## config.mk

```make
export PLATFORM = sky130hd
export DESIGN_NAME = adder_nway
export DESIGN_NICKNAME = d
export VERILOG_FILES = /design/src/rtl/adder_nway.sv
export SDC_FILE = /design/constraint.sdc
export NUM_CORES = 1
export LEC_CHECK = 0
export ABC_CLOCK_PERIOD_IN_PS = 840
export CORE_AREA = 2 2 39 41
export DETAILED_ROUTE_END_ITERATION = 10
export DIE_AREA = 0 0 41 43
export GPL_ROUTABILITY_DRIVEN = 0
export PLACE_DENSITY = 0.65
export SYNTH_ARGS = -nofsm -noshare
export SYNTH_HDL_FRONTEND = slang
export SYNTH_SLANG_ARGS = --single-unit
```

## constraint.sdc

```tcl
create_clock -name clk -period 0.84 [get_ports clk]
set_input_delay 0.252 -clock clk [delete_from_list [all_inputs] [get_ports clk]]
set_output_delay 0.252 -clock clk [all_outputs]
set_load 0.02 [all_outputs]
```

## src/rtl/adder_nway.sv

```systemverilog
// adder_nway: N-bit two's-complement adder/subtractor built as a ripple-carry
// chain of per-bit full adders. Sum, carry, signed overflow and zero flags are
// registered together, giving one cycle from operands to result.
//
// Interface timing: there is no valid/ready handshake and no enable. The x, y
// and sub values present at each rising clk edge are captured unconditionally,
// so a new operation is accepted every cycle and its result is visible on
// s/c/o/z right after that edge.
module adder_nway #(
  parameter int N = 4
) (
  input  logic         clk,
  input  logic         rst_n,
  input  logic [N-1:0] x,
  input  logic [N-1:0] y,
  input  logic         sub,
  output logic [N-1:0] s,
  output logic         c,
  output logic         o,
  output logic         z
);

  // Subtraction reuses the adder chain as x + ~y + 1: operand B is inverted
  // and the chain's carry-in is driven by sub.
  logic [N-1:0] yb;
  logic [N:0]   k;
  logic [N-1:0] sum;
  logic         c_next;
  logic         o_next;
  logic         z_next;

  // Ripple-carry chain: each iteration is one full adder fed by the previous carry.
  always_comb begin
    yb   = sub ? ~y : y;
    k    = '0;
    sum  = '0;
    k[0] = sub;
    for (int i = 0; i < N; i++) begin
      sum[i]   = x[i] ^ yb[i] ^ k[i];
      k[i+1]   = (x[i] & yb[i]) | (k[i] & (x[i] ^ yb[i]));
    end
  end

  // Flags: carry out of the top bit (for sub, 1 means no borrow), signed
  // overflow when the carries into and out of the sign bit disagree, zero
  // when every result bit is clear.
  always_comb begin
    c_next = k[N];
    o_next = k[N] ^ k[N-1];
    z_next = ~|sum;
  end

  // Result register: the asynchronous reset discards any in-flight result
  // and presents a zero result (z = 1) until the first edge after release.
  always_ff @(posedge clk or negedge rst_n) begin
    if (!rst_n) begin
      s <= '0;
      c <= 1'b0;
      o <= 1'b0;
      z <= 1'b1;
    end else begin
      s <= sum;
      c <= c_next;
      o <= o_next;
      z <= z_next;
    end
  end

endmodule

```

==> impl_metrics.env, run 1 <==
export IMPL_status="finished, violations left"
export IMPL_violations="setup timing"
export IMPL_cp_max_fo=2
export IMPL_yosys_area_top_type="dfrtp_1"
export IMPL_relSlewSlack_pct=80.1
export IMPL_post_cts_setup_buffers=0
export IMPL_dp_slack_ns=-1.65
export IMPL_die_area_mm2=0.00176
export IMPL_seq_area_um2=176
export IMPL_vias=225
export IMPL_highest_layer="met3"
export IMPL_wl_met1_um=151
export IMPL_worst_pin_slew_ns=0.298
export IMPL_numCtsBuffers=3
export IMPL_cts_tree="done"
export IMPL_synth_top_area_share_pct=47.1
export IMPL_hold_viol=0
export IMPL_grt_max_degree=8
export IMPL_track_usage_pct=8.02
export IMPL_power_density_mw_per_mm2=2040
export IMPL_critPathLaunch="y[0]"
export IMPL_drt_iter0_drc=0
export IMPL_std_cell_rows=14
export IMPL_wl_met3_um=75
export IMPL_syn_inst=21
export IMPL_synth_seq_cells=7
export IMPL_synthArstFlopShare_pct=100
export IMPL_wirelength_um=505
export IMPL_power_total_mw=1.23
export IMPL_die_height_um=43
export IMPL_clock_fmax_mhz=535
export IMPL_synth_area_leaders="dfrtp_1 (47%), fa_1 (19%), dfstp_2 (8.2%)"
export IMPL_fin_crit_sh_pct=222
export IMPL_vdd_drop_max_uv=561
export IMPL_antennaDiodeCount=0
export IMPL_met2WireLength_um=278
export IMPL_power_leakage_nw=0.274
export IMPL_final_nets=62
export IMPL_slew_viol_final=0
export IMPL_synth_cell_types=8
export IMPL_synth_common_cells="dfrtp_1 (6), inv_1 (4), fa_1 (3), xor2_1 (3), xnor2_1 (2)"
export IMPL_seq_area_frac_synth_pct=55.3
export IMPL_critPathMostFrequentCell="fa_2"
export IMPL_drt_wirelength_per_cell_um=8.02
export IMPL_startpoint_type="primary input"
export IMPL_area_growth_pct=89.4
export IMPL_crit_end="z"
export IMPL_cts_root_buf="clkbuf_4"
export IMPL_synth_area_um2=319
export IMPL_vias_per_cell=3.57
export IMPL_initial_utilization_pct=23.1
export IMPL_io_buffers=17
export IMPL_first_pass_iters=1
export IMPL_multiInputGateArea_um2=155
export IMPL_grt_pass1_vias=247
export IMPL_synth_nets=35
export IMPL_synth_warnings=0
export IMPL_path_cells="buf_6 > mux2_4 > fa_2 > inv_2 > fa_2 > inv_2 > fa_2 > nor4_4"
export IMPL_fillers=149
export IMPL_drive_gt1_share_pct=61.7
export IMPL_grt_pass1_wl_um=876
export IMPL_end_kind="register"
export IMPL_antenna_found_initial=0
export IMPL_fin_ws_ns=-1.03
export IMPL_synth_enable_flop_cells=0
export IMPL_cp_required_ns=0.99
export IMPL_synth_most_common_cell="dfrtp_1"
export IMPL_htreeDepth=1
export IMPL_drv_cap=0
export IMPL_drc=0
export IMPL_syn_avg_cell_area_um2=15.2
export IMPL_synthFlopType="dfrtp_1"
export IMPL_setup_viol=13
export IMPL_crit_type="primary input to register"
export IMPL_ant_nets=0
export IMPL_max_stage_delay_ns=0.45
export IMPL_critPathSlowestCell="fa_2"
export IMPL_coreArea_mm2=0.00138
export IMPL_clk_pin_slew_ns=0.05
export IMPL_post_dp_hpwl_um=463
export IMPL_cp_arrival_ns=2.02
export IMPL_instances_no_fill=63
export IMPL_hold_buffers=0
export IMPL_ios=18
export IMPL_die_x_um=41
export IMPL_cts_sinks=7
export IMPL_dpl_cell_count=59
export IMPL_finalCriticalPeriod_ns=1.87
export IMPL_clockBufferDepth=2
export IMPL_grt_overflow=0
export IMPL_rsz0062_at_grt="true"
export IMPL_hold_class="primary input to async pin"
## flip-flops by register name, indices dropped and copies added (netlist names)
| name | flops |
|---|---|
| s | 4 |
| c | 1 |
| o | 1 |
| z | 1 |
## final cells by class
cell class,instances,area share (%)
inverter,4,2.48
sequential,7,29.2
tap,16,3.31
multi-input combinational,10,25.7
clock buffer,4,4.35
timing repair buffer,22,35.0
## what timing repair did
| item | in CTS | in global routing |
|---|---|---|
| setup endpoints to repair | 14 | 13 |
| endpoints found under the hold margin | 0 | 0 |
| resized for setup | 64 | 1 |
| pin swaps | 6 | 5 |
## worst min path at each step
stage           end  slack, ns  depth (start not counted)   from
2_1_floorplan     c      -0.04                          0  rst_n
3_3_place_gp   s[1]       0.51                          1  rst_n
3_5_place_dp   s[0]       0.52                          1  rst_n
4_1_cts        s[0]       0.25                          1  rst_n
5_1_grt        s[1]       0.28                          1  rst_n
6_report       s[0]       0.25                          1  rst_n
## stage by stage
stage / TNS, ns / cell area [µm²] / hold slack, ns / utilization (%)
3_3_place_gp: -10.62 / 558 / 0.511 / 40.3
2_1_floorplan: -4.55 / 330 / -0.0436 / -
3_5_place_dp: -10.72 / 558 / 0.518 / 40.3
4_1_cts: -5.90 / 609 / 0.252 / 44.0
5_1_grt: -5.75 / 604 / 0.285 / 43.7
6_report: -5.34 / 604 / 0.254 / 43.7
## layer usage
metal,global-route usage [%],up-vias
met5,0,-
met2,12.8,18
li1,-,112
met4,8.00,0
met1,7.33,95
met3,2.09,0
## worst max-delay path, delay by kind of cell
family / cells / cell delay [ns]
mux: 1 / 0.29
simple gates: 1 / 0.28
buf+inv: 3 / 0.19
fa+ha+maj: 3 / 1.00
## report_power, final
group | internal [mW] | switching [mW] | total, mW
sequential | 0.410 | 0.0291 | 0.440
clock | 0.180 | 0.106 | 0.286
combinational | 0.282 | 0.224 | 0.507
total | 0.873 | 0.359 | 1.23
## logic make-up after synthesis
family                     after synthesis  share of synthesized area [%]
muxes                                    1                           3.53
DFF                                      7                           55.3
buffers and inverters                    4                           4.70
adders and majority gates                3                           18.8
xor gates and xnor gates                 5                           13.7
and+or+nand+nor                          1                           3.92
## cell usage in the layout (no fill, tap or decap), drive strengths merged
cell,n
buf,15
clkbuf,5
clkdlybuf4s50,5
dfrtp,6
dfstp,1
dlygate4sd2,1
fa,3
inv,4
mux2,1
nor4,1
xnor2,2
xor2,3
No activity file was read; power rests on OpenSTA's default activity.
==> run 2, diff against run 1 <==
--- a/config.mk
+++ b/config.mk
@@ -6,9 +6,9 @@
 export NUM_CORES = 1
 export LEC_CHECK = 0
 export ABC_CLOCK_PERIOD_IN_PS = 840
-export CORE_AREA = 2 2 39 41
+export CORE_AREA = 5 5 42 44
 export DETAILED_ROUTE_END_ITERATION = 10
-export DIE_AREA = 0 0 41 43
+export DIE_AREA = 0 0 47 49
 export GPL_ROUTABILITY_DRIVEN = 0
 export PLACE_DENSITY = 0.65
 export SYNTH_ARGS = -nofsm -noshare
==> impl_metrics.env, run 2 (same netlist as run 1, synthesis figures left out) <==
export IMPL_max_stage_delay_ns=0.42
export IMPL_rsz0062_at_grt="true"
export IMPL_coreArea_mm2=0.00140
export IMPL_std_cell_rows=14
export IMPL_seq_area_um2=176
export IMPL_vias_per_cell=3.77
export IMPL_met2WireLength_um=284
export IMPL_grt_pass1_wl_um=938
export IMPL_critPathMostFrequentCell="fa_2"
export IMPL_violations="setup timing"
export IMPL_final_nets=65
export IMPL_hold_buffers=0
export IMPL_clockBufferDepth=2
export IMPL_wl_met3_um=119
export IMPL_die_height_um=49
export IMPL_relSlewSlack_pct=84.8
export IMPL_cts_root_buf="clkbuf_4"
export IMPL_power_density_mw_per_mm2=1990
export IMPL_wirelength_um=605
export IMPL_design_area_um2=623
export IMPL_drive_gt1_share_pct=62.0
export IMPL_placed_cell_area_um2=573
export IMPL_track_usage_pct=5.99
export IMPL_vias=249
export IMPL_die_area_mm2=0.00230
export IMPL_final_common_cell="buf_6"
export IMPL_hold_class="primary input to register"
export IMPL_highest_layer="met4"
export IMPL_p_comb_share_pct=40.9
export IMPL_startpoint_type="primary input"
export IMPL_crit_buf_inv=3
export IMPL_ant_nets=0
export IMPL_critPathLaunch="y[0]"
export IMPL_power_leakage_nw=0.288
export IMPL_cp_arrival_ns=1.94
export IMPL_largest_reg_flops=4
export IMPL_hp_start="y[0]"
export IMPL_first_pass_iters=1
export IMPL_drt_iter0_drc=0
export IMPL_drt_wirelength_per_cell_um=9.17
export IMPL_grt_overflow=0
export IMPL_final_cell_mix="buf_6 (10), buf_4 (7), dfrtp_1 (6)"
export IMPL_clk_pin_slew_ns=0.05
export IMPL_status="finished, violations left"
export IMPL_top_register="s"
export IMPL_drc=0
export IMPL_initial_utilization_pct=22.8
export IMPL_p_switching_mw=0.361
export IMPL_pwr_share_seq_pct=35.4
export IMPL_finalCriticalPeriod_ns=1.78
export IMPL_path_cells="buf_6 > mux2_4 > fa_2 > inv_2 > fa_2 > inv_2 > fa_2 > nor4_2"
export IMPL_end_kind="register"
export IMPL_area_growth_pct=95.3
export IMPL_fin_crit_sh_pct=212
export IMPL_swShare_pct=29.1
export IMPL_vdd_drop_max_uv=559
export IMPL_fin_ws_ns=-0.945
export IMPL_drv_cap=0
export IMPL_cts_tree="done"
export IMPL_fin_util_pct=44.5
export IMPL_antenna_found_initial=0
export IMPL_worst_pin_slew_ns=0.226
export IMPL_htreeDepth=1
export IMPL_numCtsBuffers=3
export IMPL_multiInputGateArea_um2=146
export IMPL_slew_viol_final=0
export IMPL_power_total_mw=1.24
export IMPL_antennaDiodeCount=0
export IMPL_cts_sinks=7
export IMPL_grt_max_degree=5
export IMPL_post_dp_hpwl_um=561
export IMPL_ios=18
export IMPL_fillers=154
export IMPL_clock_fmax_mhz=560
export IMPL_critPathSlowestCell="fa_2"
export IMPL_wl_met1_um=184
export IMPL_grt_pass1_vias=260
export IMPL_cp_required_ns=1.00
export IMPL_die_x_um=47
export IMPL_path_delay_family="adder cells"
export IMPL_clockPowerShare_pct=23.7
export IMPL_io_buffers=17
export IMPL_p_int_mw=0.879
export IMPL_hold_viol=0
export IMPL_cp_max_fo=2
export IMPL_timing_hold_ws_ns=0.302
export IMPL_crit_type="primary input to register"
export IMPL_tns_ns=-5.29
export IMPL_setup_viol=13
run 2: path summary, 6_finish.rpt:
kind,endpoint,slack [ns],cells past startpoint
setup / recovery,z,-0.94,8
hold / removal,s[0],0.30,3
max in group asynchronous,o,0.42,2
min in group asynchronous,s[2],0.33,2
run 2: final cells by class:
type	count	share of cell area [%]
repair buffers	25	38.4
inverters	4	2.41
well taps	16	3.21
flip-flops and latches	7	28.3
multi-input cells	10	23.5
clock buffers	4	4.22
run 2: metrics by stage:
stage / cells / setup WS, ns
2_1_floorplan: 21 / -1.02
3_3_place_gp: 61 / -1.57
3_5_place_dp: 61 / -1.62
4_1_cts: 65 / -1.09
5_1_grt: 66 / -0.993
6_report: 66 / -0.945
run 2: what timing repair did:
| action | CTS | global route |
|---|---|---|
| pin swaps | 6 | 4 |
| setup endpoints to repair | 14 | 13 |
| resized for setup | 63 | 0 |
| buffers inserted | 0 | 1 |
run 2: tightest hold or removal path, stage by stage:
cell and delay [ns]:
buf_6 0.07, buf_4 0.09, xor2_1 0.08
run 2: power by group through the flow:
stage	Combinational [mW]	Sequential, mW	Clock (mW)
2_1_floorplan	0.117	0.524	0
3_3_place_gp	0.470	0.429	0
6_report	0.507	0.439	0.294
5_1_grt	0.544	0.446	0.321
3_5_place_dp	0.481	0.430	0
4_1_cts	0.510	0.440	0.307
run 2: layer usage:
layer | GRT usage, % | vias to the layer above
met5 | 0 | -
met2 | 9.05 | 20
met1 | 5.71 | 108
met4 | 5.53 | 0
met3 | 2.58 | 2
li1 | - | 119
==> run 3, diff against run 2 <==
--- a/config.mk
+++ b/config.mk
@@ -5,12 +5,13 @@
 export SDC_FILE = /design/constraint.sdc
 export NUM_CORES = 1
 export LEC_CHECK = 0
-export ABC_CLOCK_PERIOD_IN_PS = 840
+export ABC_CLOCK_PERIOD_IN_PS = 1700
 export CORE_AREA = 5 5 42 44
 export DETAILED_ROUTE_END_ITERATION = 10
 export DIE_AREA = 0 0 47 49
 export GPL_ROUTABILITY_DRIVEN = 0
 export PLACE_DENSITY = 0.65
+export SKIP_CTS_REPAIR_TIMING = 1
 export SYNTH_ARGS = -nofsm -noshare
 export SYNTH_HDL_FRONTEND = slang
 export SYNTH_SLANG_ARGS = --single-unit
==> constraint.sdc (replaced) <==
create_clock -name clk -period 1.7 [get_ports clk]
set_input_delay 0.51 -clock clk [delete_from_list [all_inputs] [get_ports clk]]
set_output_delay 0.51 -clock clk [all_outputs]
set_load 0.02 [all_outputs]
==> impl_metrics.env, run 3 (same netlist as run 1, synthesis figures left out) <==
export IMPL_track_usage_pct=5.62
export IMPL_setup_viol=5
export IMPL_worst_pin_slew_ns=0.284
export IMPL_cts_tree="done"
export IMPL_p_int_mw=0.424
export IMPL_area_growth_pct=96.1
export IMPL_rsz0062_at_grt="true"
export IMPL_initial_utilization_pct=22.8
export IMPL_grt_max_degree=8
export IMPL_std_cell_rows=14
export IMPL_post_dp_hpwl_um=541
export IMPL_final_cell_mix="clkdlybuf4s50_1 (7), dlymetal6s2s_1 (7), dfrtp_1 (6)"
export IMPL_clockBufferDepth=2
export IMPL_hold_viol=0
export IMPL_fin_ws_ns=-0.437
export IMPL_pwr_share_seq_pct=35.0
export IMPL_grt_overflow=0
export IMPL_wirelength_um=595
export IMPL_io_buffers=17
export IMPL_p_switching_mw=0.170
export IMPL_drive_gt1_share_pct=47.9
export IMPL_tns_ns=-1.21
export IMPL_cp_arrival_ns=2.30
export IMPL_antennaDiodeCount=0
export IMPL_dpl_cell_count=59
export IMPL_numCtsBuffers=3
export IMPL_clk_pin_slew_ns=0.05
export IMPL_fin_crit_sh_pct=126
export IMPL_placed_cell_area_um2=558
export IMPL_final_nets=63
export IMPL_drv_cap=0
export IMPL_die_x_um=47
export IMPL_largest_reg_flops=4
export IMPL_top_register="s"
export IMPL_die_height_um=49
export IMPL_dp_slack_ns=-0.997
export IMPL_die_area_mm2=0.00230
export IMPL_grt_pass1_wl_um=890
export IMPL_power_leakage_nw=0.339
export IMPL_cp_required_ns=1.86
export IMPL_instances_no_fill=64
export IMPL_slew_viol_final=0
export IMPL_drc=0
export IMPL_fin_util_pct=44.6
export IMPL_clock_fmax_mhz=468
export IMPL_crit_type="primary input to register"
export IMPL_vdd_drop_max_uv=295
export IMPL_coreArea_mm2=0.00140
export IMPL_grt_pass1_vias=244
export IMPL_drt_wirelength_per_cell_um=9.30
export IMPL_status="finished, violations left"
export IMPL_cts_sinks=7
export IMPL_first_pass_iters=1
export IMPL_hold_class="primary input to async pin"
export IMPL_crit_end="z"
export IMPL_ios=18
export IMPL_startpoint_type="primary input"
export IMPL_timing_hold_ws_ns=0.511
export IMPL_htreeDepth=1
export IMPL_design_area_um2=626
export IMPL_violations="setup timing"
export IMPL_ant_nets=0
export IMPL_finalCriticalPeriod_ns=2.14
export IMPL_cp_max_fo=2
export IMPL_critPathLaunch="y[0]"
export IMPL_end_kind="register"
export IMPL_cts_root_buf="clkbuf_4"
export IMPL_power_density_mw_per_mm2=949
export IMPL_relSlewSlack_pct=81.0
export IMPL_antenna_found_initial=0
export IMPL_p_comb_share_pct=40.7
export IMPL_power_total_mw=0.593
export IMPL_vias_per_cell=3.75
export IMPL_vias=240
export IMPL_swShare_pct=28.6
export IMPL_clockPowerShare_pct=24.2
export IMPL_drt_iter0_drc=0
## run 3: critical path, stage by stage
cell and delay, ns:
buf_6 0.09, mux2_4 0.29, fa_2 0.36, inv_2 0.07, fa_2 0.21, inv_2 0.04
fa_2 0.47, nor4_2 0.25
## run 3: how the worst min path moves through the flow
stage / start / end / slack (ns) / cells past startpoint
floorplan: rst_n / c / 0.21 / 0
global placement: rst_n / s[3] / 0.77 / 1
finish: rst_n / s[0] / 0.51 / 1
global route: rst_n / s[0] / 0.54 / 1
CTS: rst_n / s[0] / 0.52 / 1
detailed placement: rst_n / s[0] / 0.78 / 1
## run 3: layer usage
layer / up-vias / share of wire [%] / wire, µm / GRT usage (%)
met3: 0 / 18 / 109 / 2.58
li1: 116 / - / - / -
met2: 18 / 50 / 296 / 8.37
met1: 106 / 32 / 188 / 5.22
met5: - / 0 / 0 / 0
met4: 0 / 0 / 0 / 5.53
## run 3: area by class of cell
cell class                      instances  area (µm²)
Multi-Input combinational cell         10         154
Inverter                                4        15.0
Timing Repair Buffer                   23         234
Sequential cell                         7         176
Clock buffer                            4        26.3
Fill cell                             157         776
Tap cell                               16        20.0
## run 3: power by group through the flow
stage / Combinational, mW / Sequential, mW / Clock (mW)
global placement: 0.228 / 0.212 / 0
global route: 0.261 / 0.213 / 0.160
detailed placement: 0.232 / 0.213 / 0
floorplan: 0.0579 / 0.259 / 0
finish: 0.242 / 0.208 / 0.144
CTS: 0.232 / 0.210 / 0.148
